**config.mk**
```make
export PLATFORM = sky130hd
export DESIGN_NAME = router_out_fifo
export DESIGN_NICKNAME = d
export VERILOG_FILES = /design/src/rtl/router_pkg.sv /design/src/rtl/router_out_timer.sv /design/src/rtl/router_out_fifo.sv
export SDC_FILE = /design/constraint.sdc
export NUM_CORES = 1
export LEC_CHECK = 0
export ABC_AREA = 0
export CORE_ASPECT_RATIO = 1.25
export CORE_MARGIN = 1
export CORE_UTILIZATION = 53
export CTS_BUF_LIST = sky130_fd_sc_hd__clkbuf_8
export CTS_CLUSTER_SIZE = 20
export DETAILED_ROUTE_END_ITERATION = 10
export PLACE_DENSITY_LB_ADDON = 0.05
export SLEW_MARGIN = 20
export SYNTH_ARGS = -nofsm -noshare
export SYNTH_HDL_FRONTEND = slang
export SYNTH_HIERARCHICAL = 1
export SYNTH_SLANG_ARGS = --single-unit
```
**constraint.sdc**
```tcl
create_clock -name clock -period 8.03 [get_ports clock]
set_input_delay 1.606 -clock clock [delete_from_list [all_inputs] [get_ports clock]]
set_output_delay 1.606 -clock clock [all_outputs]
set_load 0.01 [all_outputs]
```
**src/rtl/router_pkg.sv**
```systemverilog
// Shared types and constants for the router output-side buffers.
// Header byte layout: [7:2] payload length, [1:0] destination address.
package router_pkg;

    localparam int DATA_W          = 8;
    localparam int HDR_LEN_MSB     = 7;
    localparam int HDR_LEN_LSB     = 2;
    localparam int HDR_ADDR_MSB    = 1;
    localparam int HDR_ADDR_LSB    = 0;
    localparam int PKT_CNT_W       = 7;
    localparam int DEFAULT_TIMEOUT = 30;

    typedef struct packed {
        logic              lfd;
        logic [DATA_W-1:0] data;
    } fifo_entry_t;

    // Bytes still to come after a header: payload length plus the parity byte.
    function automatic logic [PKT_CNT_W-1:0] hdr_pkt_len(input logic [DATA_W-1:0] hdr);
        return {1'b0, hdr[HDR_LEN_MSB:HDR_LEN_LSB]} + PKT_CNT_W'(1);
    endfunction

endpackage

```
**src/rtl/router_out_timer.sv**
```systemverilog
// Counts consecutive cycles of valid-but-unread data; flush is combinational on the
// expiring edge, soft_reset is its registered one-cycle echo. No backpressure.
module router_out_timer
    import router_pkg::*;
#(
    parameter int TIMEOUT = DEFAULT_TIMEOUT
) (
    input  logic clock,
    input  logic resetn,
    input  logic vld_out,
    input  logic read_enb,
    output logic flush,
    output logic soft_reset
);

    localparam int TW = (TIMEOUT > 2) ? $clog2(TIMEOUT) : 1;
    localparam logic [TW-1:0] LAST = TW'(TIMEOUT - 1);

    logic [TW-1:0] timer_q, timer_d;
    logic          soft_reset_q;
    logic          stall;

    assign stall = vld_out & ~read_enb;
    assign flush = stall && (timer_q == LAST);

    always_comb begin
        timer_d = '0;
        if (stall && !flush) begin
            timer_d = timer_q + TW'(1);
        end
    end

    always_ff @(posedge clock or negedge resetn) begin
        if (!resetn) begin
            timer_q      <= '0;
            soft_reset_q <= 1'b0;
        end else begin
            timer_q      <= timer_d;
            soft_reset_q <= flush;
        end
    end

    assign soft_reset = soft_reset_q;

endmodule

```
**src/rtl/router_out_fifo.sv**
```systemverilog
// Per-destination byte FIFO with header tags and packet-end marking; read data 1 cycle after
// the accepting edge. Writes dropped while full or on a timeout flush; reads ignored while empty.
module router_out_fifo
    import router_pkg::*;
#(
    parameter int DEPTH   = 16,
    parameter int TIMEOUT = DEFAULT_TIMEOUT
) (
    input  logic              clock,
    input  logic              resetn,
    input  logic              write_enb,
    input  logic [DATA_W-1:0] data_in,
    input  logic              lfd_state,
    input  logic              read_enb,
    output logic [DATA_W-1:0] data_out,
    output logic              data_last,
    output logic              vld_out,
    output logic              full,
    output logic              empty,
    output logic              soft_reset
);

    localparam int AW = $clog2(DEPTH);

    fifo_entry_t           mem_q [DEPTH];
    fifo_entry_t           rd_entry;
    logic [AW:0]           wr_ptr_q, wr_ptr_d, rd_ptr_q, rd_ptr_d;
    logic [PKT_CNT_W-1:0]  pkt_cnt_q, pkt_cnt_d;
    logic [DATA_W-1:0]     data_out_q, data_out_d;
    logic                  data_last_q, data_last_d;
    logic                  flush, wr_acc, rd_acc;

    assign empty    = (wr_ptr_q == rd_ptr_q);
    assign full     = (wr_ptr_q[AW] != rd_ptr_q[AW]) && (wr_ptr_q[AW-1:0] == rd_ptr_q[AW-1:0]);
    assign vld_out  = ~empty;
    assign wr_acc   = write_enb && !full && !flush;
    assign rd_acc   = read_enb && !empty;
    assign rd_entry = mem_q[rd_ptr_q[AW-1:0]];

    router_out_timer #(.TIMEOUT(TIMEOUT)) u_timer (
        .clock      (clock),
        .resetn     (resetn),
        .vld_out    (vld_out),
        .read_enb   (read_enb),
        .flush      (flush),
        .soft_reset (soft_reset)
    );

    always_comb begin
        wr_ptr_d    = wr_ptr_q;
        rd_ptr_d    = rd_ptr_q;
        pkt_cnt_d   = pkt_cnt_q;
        data_out_d  = data_out_q;
        data_last_d = data_last_q;
        if (flush) begin
            wr_ptr_d    = '0;
            rd_ptr_d    = '0;
            pkt_cnt_d   = '0;
            data_out_d  = '0;
            data_last_d = 1'b0;
        end else begin
            if (wr_acc) begin
                wr_ptr_d = wr_ptr_q + (AW+1)'(1);
            end
            if (rd_acc) begin
                rd_ptr_d    = rd_ptr_q + (AW+1)'(1);
                data_out_d  = rd_entry.data;
                data_last_d = 1'b0;
                if (rd_entry.lfd) begin
                    pkt_cnt_d = hdr_pkt_len(rd_entry.data);
                end else if (pkt_cnt_q != '0) begin
                    // Orphan bytes (count already zero) pass through unmarked.
                    pkt_cnt_d   = pkt_cnt_q - PKT_CNT_W'(1);
                    data_last_d = (pkt_cnt_q == PKT_CNT_W'(1));
                end
            end
        end
    end

    always_ff @(posedge clock or negedge resetn) begin
        if (!resetn) begin
            wr_ptr_q    <= '0;
            rd_ptr_q    <= '0;
            pkt_cnt_q   <= '0;
            data_out_q  <= '0;
            data_last_q <= 1'b0;
        end else begin
            wr_ptr_q    <= wr_ptr_d;
            rd_ptr_q    <= rd_ptr_d;
            pkt_cnt_q   <= pkt_cnt_d;
            data_out_q  <= data_out_d;
            data_last_q <= data_last_d;
        end
    end

    always_ff @(posedge clock) begin
        if (wr_acc) begin
            mem_q[wr_ptr_q[AW-1:0]] <= '{lfd: lfd_state, data: data_in};
        end
    end

    assign data_out  = data_out_q;
    assign data_last = data_last_q;

endmodule

```
==> flow_summary_export.csv, run 1 <==
group,metric,value,unit
sta,fin_setup_tns,0,ns
cts,numCtsBuffers,17,
sta,fmax,0.2234,GHz
logic_synthesis,ys_seq_elements,176,
worst_setup_path,start_kind,"flip-flop",
cts,postCtsHoldBufs,0,
detailed_routing,num_vias,3848,
cts,post-cts-setup-buffers,0,
die,start_util,54.30,%
cells_and_area,drive_above_1_share,19.79,%
sta,fin_skew,0.02129,ns
logic_synthesis,ys_top_cells_by_area,"edfxtp_1 58%, dfrtp_1 11%, mux4_2 11%",
worst_setup_path,cp_max_fo,40,
place,port_buffers,25,
cells_and_area,finalNetCount,496,
logic_synthesis,synth_area,7501,um2
cts,h-tree-depth,4,
job,maxCapViolations,0,
logic_synthesis,syn_nets,463,
logic_synthesis,synthArstFlopShare,18.18,%
detailed_routing,wl_per_cell,22.87,um
logic_synthesis,ys_seq_area_share,68.32,%
detailed_routing,remaining_drc_errors,0,
global_route,grt_max_degree,41,
global_route,first_global_vias,4030,
detailed_routing,drtAntennaViolNets,0,
logic_synthesis,synth_most_common_cell,"edfxtp_1",
pwr,clkPwrFrac,18.3,%
cells_and_area,fin_cells,660,
cells_and_area,antenna_cells,0,
pwr,seq_power_share,43.3,%
die,pin_count,26,
worst_setup_path,critical_path.max_stage_delay,0.59,ns
cells_and_area,syn_to_final_growth,10.39,%
place,gp_congestion,0.7812,
global_route,globalRoute.totalOverflow,0,
run_status,status,"finished clean",
die,core_area,13810,um2
logic_synthesis,synth_cell_types,60,
sta,slew_viol_final,0,
pwr,finalPower,0.002876,W
place,placed_area,7949,um2
global_route,track_usage,22.83,%
detailed_routing,drt-pass1-iter-count,4,
die,die_height,135.0,um
detailed_routing,wl,15.10,mm
cts,clk_pin_slew,0.10,ns
pwr,power.switching,0.001022,W
logic_synthesis,synth_edf_count,144,
logic_synthesis,synth_top_area_share,57.65,%
worst_setup_path,crit_chain,"buf_4 > xor2_1 > nor4_2 > nand2_1 > inv_1 > clkdlybuf4s50_1",
logic_synthesis,syn_area_per_cell,17.09,um2
die,rows,48,
place,dpl.hpwl,10.25,mm
logic_synthesis,synth_ff_type,"edfxtp_1",
pwr,leakage,2.841,nW
cts,tritoncts,"done",
die,die_area,14640,um2
sta,hold_viol_final,0,
worst_setup_path,critPathTopFamily,"buffers and inverters",
worst_setup_path,critPathRequiredTime,6.42,ns
worst_setup_path,cp_slowest_cell,"buf_4",
global_route,grt_pass1_wl,23.46,mm
hold_path,hp-class,"flip-flop to flip-flop",
cts,clock_path_buffers,2,
cts,cts_sinks,176,
pwr,comb_power_share,38.3,%
cells_and_area,utilization,59.95,%
cts,clk_root_buffer_cell,"clkbuf_8",
sta,max-slew-margin-rel,28.76,%
pwr,internal-power,0.001854,W
worst_setup_path,worst_setup_path_end_kind,"primary output",
sta,finalSetupViolations,0,
sta,rsz0062_at_grt,"false",
cells_and_area,fin_area,8280,um2
worst_setup_path,crit_buf_inv,3,
pwr,pwr_density_cell,347.3,nW/um2
logic_synthesis,synthTopCellsByCount,"144 x edfxtp_1, 35 x mux4_2, 32 x dfrtp_1, 25 x nand2_1, 23 x nor2_1",
worst_setup_path,crit_type,"flip-flop to primary output",
global_route,antenna_found_initial,0,
cts,cts_resized,0,
logic_synthesis,synth_top_cell_by_area,"edfxtp_1",
logic_synthesis,yosys_warnings,6,
pwr,switching_share,35.54,%
pwr,ir_drop,0.0001865,V
sta,fin_crit,4.476,ns
cts,insertion_delay,0.44,ns
cells_and_area,fillers,1068,
detailed_routing,vias_per_cell,5.830,
sta,worst_pin_slew,1.066,ns
die,die_w,108.4,um
place,dp_cells,628,
detailed_routing,drtIter0Drc,347,
worst_setup_path,cp.arrival,2.87,ns
logic_synthesis,synthCells,439,
sta,finalCritPeriodShare,55.75,%
layout make-up:
class / count / area [um2] / area share [%]
Clock buffer: 17 / 234.0 / 2.826
Multi-Input combinational cell: 229 / 2230 / 26.93
Inverter: 13 / 48.80 / 0.5893
Tap cell: 175 / 219.0 / 2.644
Clock inverter: 15 / 97.59 / 1.179
Sequential cell: 176 / 5126 / 61.91
Timing Repair Buffer: 35 / 325.3 / 3.929
kinds of logic after synthesis:
| group | synth area share [%] |
|---|---|
| flip-flops | 68.32 |
| AND/OR/NAND/NOR | 7.490 |
| AO/OA/AOI/OAI | 4.554 |
| multiplexers | 13.08 |
| buffers and inverters | 2.268 |
| XOR/XNOR | 2.452 |
| adder cells (fa/ha/maj) | 1.835 |
worst paths after layout:
path	start	end	slack [ns]	cells past startpoint
min in group asynchronous	resetn	u_timer/timer_q[2]	1.56	2
min	u_timer/timer_q[0]	u_timer/timer_q[0]	0.50	1
max in group asynchronous	resetn	rd_ptr_q[0]	6.12	2
min reg2reg	u_timer/timer_q[0]	u_timer/timer_q[0]	0.50	1
max reg2reg	rd_ptr_q[0]	mem_q[10][2]	4.39	7
max	rd_ptr_q[0]	empty	3.55	6
power groups by stage:
| stage | sequential [W] | combinational [W] | clock [W] |
|---|---|---|---|
| floorplan | 0.00122 | 0.000845 | 0 |
| global placement | 0.00126 | 0.00111 | 0 |
| detailed placement | 0.00127 | 0.00112 | 0 |
| CTS | 0.00125 | 0.00112 | 0.000538 |
| global route | 0.00126 | 0.00121 | 0.000572 |
| finish | 0.00125 | 0.00110 | 0.000527 |
cell usage in the layout (no fill, tap or decap), types with 3 or more instances in the layout:
cell type,count
edfxtp_1,144
mux4_2,35
dfrtp_1,31
nand2_1,25
clkdlybuf4s50_1,25
nor2_1,23
clkbuf_8,17
inv_1,16
xor2_1,12
a21oi_1,12
ha_1,11
buf_4,10
xnor2_1,9
nor3_1,9
nand3_1,7
and2_1,6
nand4_1,6
inv_6,5
nor4b_2,4
and3_1,4
mux4_1,4
o21ai_0,4
nor2b_1,3
and4_1,3
or2_2,3
o22ai_1,3
a211oi_1,3
clkinv_2,3
worst register-to-register path, stage by stage (launching register included):
cell and delay [ns]:
dfrtp_2 0.35, buf_4 0.59, xor2_1 0.18, nor4_2 0.52, nand2_1 0.19, nor3b_2 0.19, buf_4 0.25, nor4b_2 0.98
state kept, by name, summed over array words and instances, names as in the netlist:
signal              count
data_last               1
data_out                8
mem_q                 144
pkt_cnt_q               7
rd_ptr_q                5
u_timer/soft_reset      1
u_timer/timer_q         5
wr_ptr_q                5
stage by stage:
stage          setup WS [ns]  hold slack, ns
4_1_cts                3.476          0.5098
5_1_grt                3.256          0.5258
6_report               3.554          0.5029
3_5_place_dp           3.900          0.4958
3_3_place_gp           4.009          0.4769
2_1_floorplan          4.519          0.4608
layer usage:
metal  global-route usage [%]  up-vias  share of wire [%]
met4                    7.508        0                1.9
met5                        0        -                  0
met1                    28.85     1961                 40
li1                         -     1787                  -
met3                    4.199       18                4.3
met2                    39.59       82                 54
No activity file was read; power rests on OpenSTA's default activity.
==> inputs of run 2 (changes only) <==
clock period = 3.8 ns   (was 8.03 ns; I/O delays follow)
==> run 2 against run 1 <==
Clock power rose by 140%; sequential power increased by 100%; via count grew 2.7%; global-route usage is 0.57 points higher; final area grew 1.2%; clock skew fell by 0.014 ns; sequential share of layout area shrank 0.76 points; total power grew 120%; critical path type unchanged.
==> flow_summary_export.csv, run 2 (synthesis results as in run 1) <==
group,metric,value,unit
run_status,status,"finished clean",
sta,finalSetupViolations,0,
die,die_w,108.4,um
pwr,ir_drop,0.0006642,V
pwr,switching_share,34.63,%
cts,tritoncts,"done",
die,pin_count,26,
worst_setup_path,r2r_start,"rd_ptr_q[0]",
cells_and_area,antenna_cells,0,
die,core_area,13810,um2
cells_and_area,fin_cells,665,
sta,finalCritPeriodShare,79.24,%
die,die_area,14640,um2
sta,fin_crit,3.011,ns
cts,cts_sinks,176,
pwr,internal-power,0.004074,W
sta,slew_viol_final,0,
place,port_buffers,25,
pwr,power.switching,0.002158,W
cells_and_area,layout_commonest_cell,"edfxtp_1",
cts,post-cts-setup-buffers,0,
sta,rsz0062_at_grt,"false",
detailed_routing,wl,15.30,mm
cells_and_area,mostFrequentLayoutCells,"144 x edfxtp_1, 35 x mux4_2, 31 x dfrtp_1",
pwr,leakage,2.883,nW
detailed_routing,num_vias,3951,
cells_and_area,finalNetCount,502,
global_route,first_global_vias,3993,
sta,fin_setup_tns,0,ns
hold_path,hp-class,"input port to async pin",
place,dpl.hpwl,10.18,mm
sta,hold_viol_final,0,
cts,clk_pin_slew,0.09,ns
cells_and_area,syn_to_final_growth,11.76,%
worst_setup_path,start_kind,"flip-flop",
die,die_height,135.0,um
cts,h-tree-depth,4,
sta,fin_skew,0.007697,ns
detailed_routing,wl_per_cell,23.01,um
sta,fmax,0.3321,GHz
global_route,grt_max_degree,40,
global_route,antenna_found_initial,0,
cells_and_area,fillers,1041,
cts,postCtsHoldBufs,0,
cts,numCtsBuffers,17,
pwr,seq_power_share,41.0,%
worst_setup_path,worst_setup_path_end_kind,"primary output",
detailed_routing,drt-pass1-iter-count,4,
pwr,pwr_density_cell,743.5,nW/um2
detailed_routing,drtIter0Drc,333,
sta,worst_pin_slew,0.8205,ns
cells_and_area,largest_reg_flops,144,
cts,clock_path_buffers,2,
sta,max-slew-margin-rel,45.06,%
die,start_util,54.30,%
worst_setup_path,cp_max_fo,6,
global_route,track_usage,23.40,%
detailed_routing,vias_per_cell,5.941,
global_route,grt_pass1_wl,23.87,mm
pwr,clkPwrFrac,19.9,%
worst_setup_path,cp.arrival,2.25,ns
cts,insertion_delay,0.46,ns
worst_setup_path,critPathRequiredTime,3.04,ns
cts,clk_root_buffer_cell,"clkbuf_8",
worst_setup_path,crit_path_start,"wr_ptr_q[0]",
cts,cts_resized,0,
detailed_routing,drtAntennaViolNets,0,
cells_and_area,drive_above_1_share,21.22,%
place,dp_cells,634,
worst_setup_path,crit_type,"flip-flop to primary output",
global_route,globalRoute.totalOverflow,0,
detailed_routing,remaining_drc_errors,0,
job,maxCapViolations,0,
die,rows,48,
pwr,comb_power_share,39.0,%
place,gp_congestion,0.8032,
-- run 2: cell types whose count changed in the layout (fill, tap and decap cells not counted), sizes merged --
cell	before	now
clkinv	5	8
clkdlybuf4s50	25	24
bufinv	0	2
buf	10	17
inv	21	15
-- run 2: final cells by class --
| type | instances | area, um2 | area share (%) |
|---|---|---|---|
| clock buffer | 17 | 234.0 | 2.791 |
| clock inverter | 14 | 142.6 | 1.701 |
| multi-input combinational | 229 | 2235 | 26.66 |
| sequential | 176 | 5126 | 61.15 |
| inverter | 13 | 48.80 | 0.5821 |
| timing repair buffer | 41 | 377.9 | 4.507 |
| tap | 175 | 219.0 | 2.612 |
-- run 2: path summary, 6_finish.rpt --
path | end | slack, ns | cells after the start
worst max-delay path | empty | 0.79 | 6
worst min-delay path | u_timer/timer_q[2] | 0.28 | 1
worst max register to register | pkt_cnt_q[4] | 0.85 | 7
worst min register to register | u_timer/timer_q[0] | 0.50 | 1
max in group asynchronous | pkt_cnt_q[1] | 2.97 | 2
min in group clock | u_timer/timer_q[0] | 0.50 | 1
-- run 2: power by group through the flow --
stage / combinational [W] / clock [W] / sequential [W]
floorplan: 0.00179 / 0 / 0.00257
global placement: 0.00245 / 0 / 0.00259
detailed placement: 0.00246 / 0 / 0.00260
CTS: 0.00246 / 0.00127 / 0.00256
global route: 0.00266 / 0.00135 / 0.00259
finish: 0.00243 / 0.00124 / 0.00256
-- run 2: critical path: stages (launching register included) --
cell,delay (ns)
dfrtp_1,0.47
xor2_1,0.18
nor4_2,0.29
buf_4,0.17
nand2_1,0.09
inv_1,0.07
clkdlybuf4s50_1,0.52
-- run 2: routing by layer --
layer,vias up,global-route usage (%),share of wire (%)
li1,1791,-,-
met1,2028,32.75,42
met2,115,36.22,50
met3,17,5.598,5.4
met4,0,7.958,2.2
met5,-,0,0
-- run 2: stage by stage --
step	util (%)	total power [W]	area, um2	setup WS [ns]	hold slack, ns
after floorplan	-	0.004356	7501	0.5152	0.4608
after global placement	57.96	0.005034	8006	0.4689	0.4730
after detailed placement	58.00	0.005057	8011	0.8030	0.4871
after CTS	60.72	0.006292	8388	0.7518	0.4999
after global routing	60.69	0.006599	8383	0.6095	0.2750
final	60.69	0.006233	8383	0.7889	0.2759
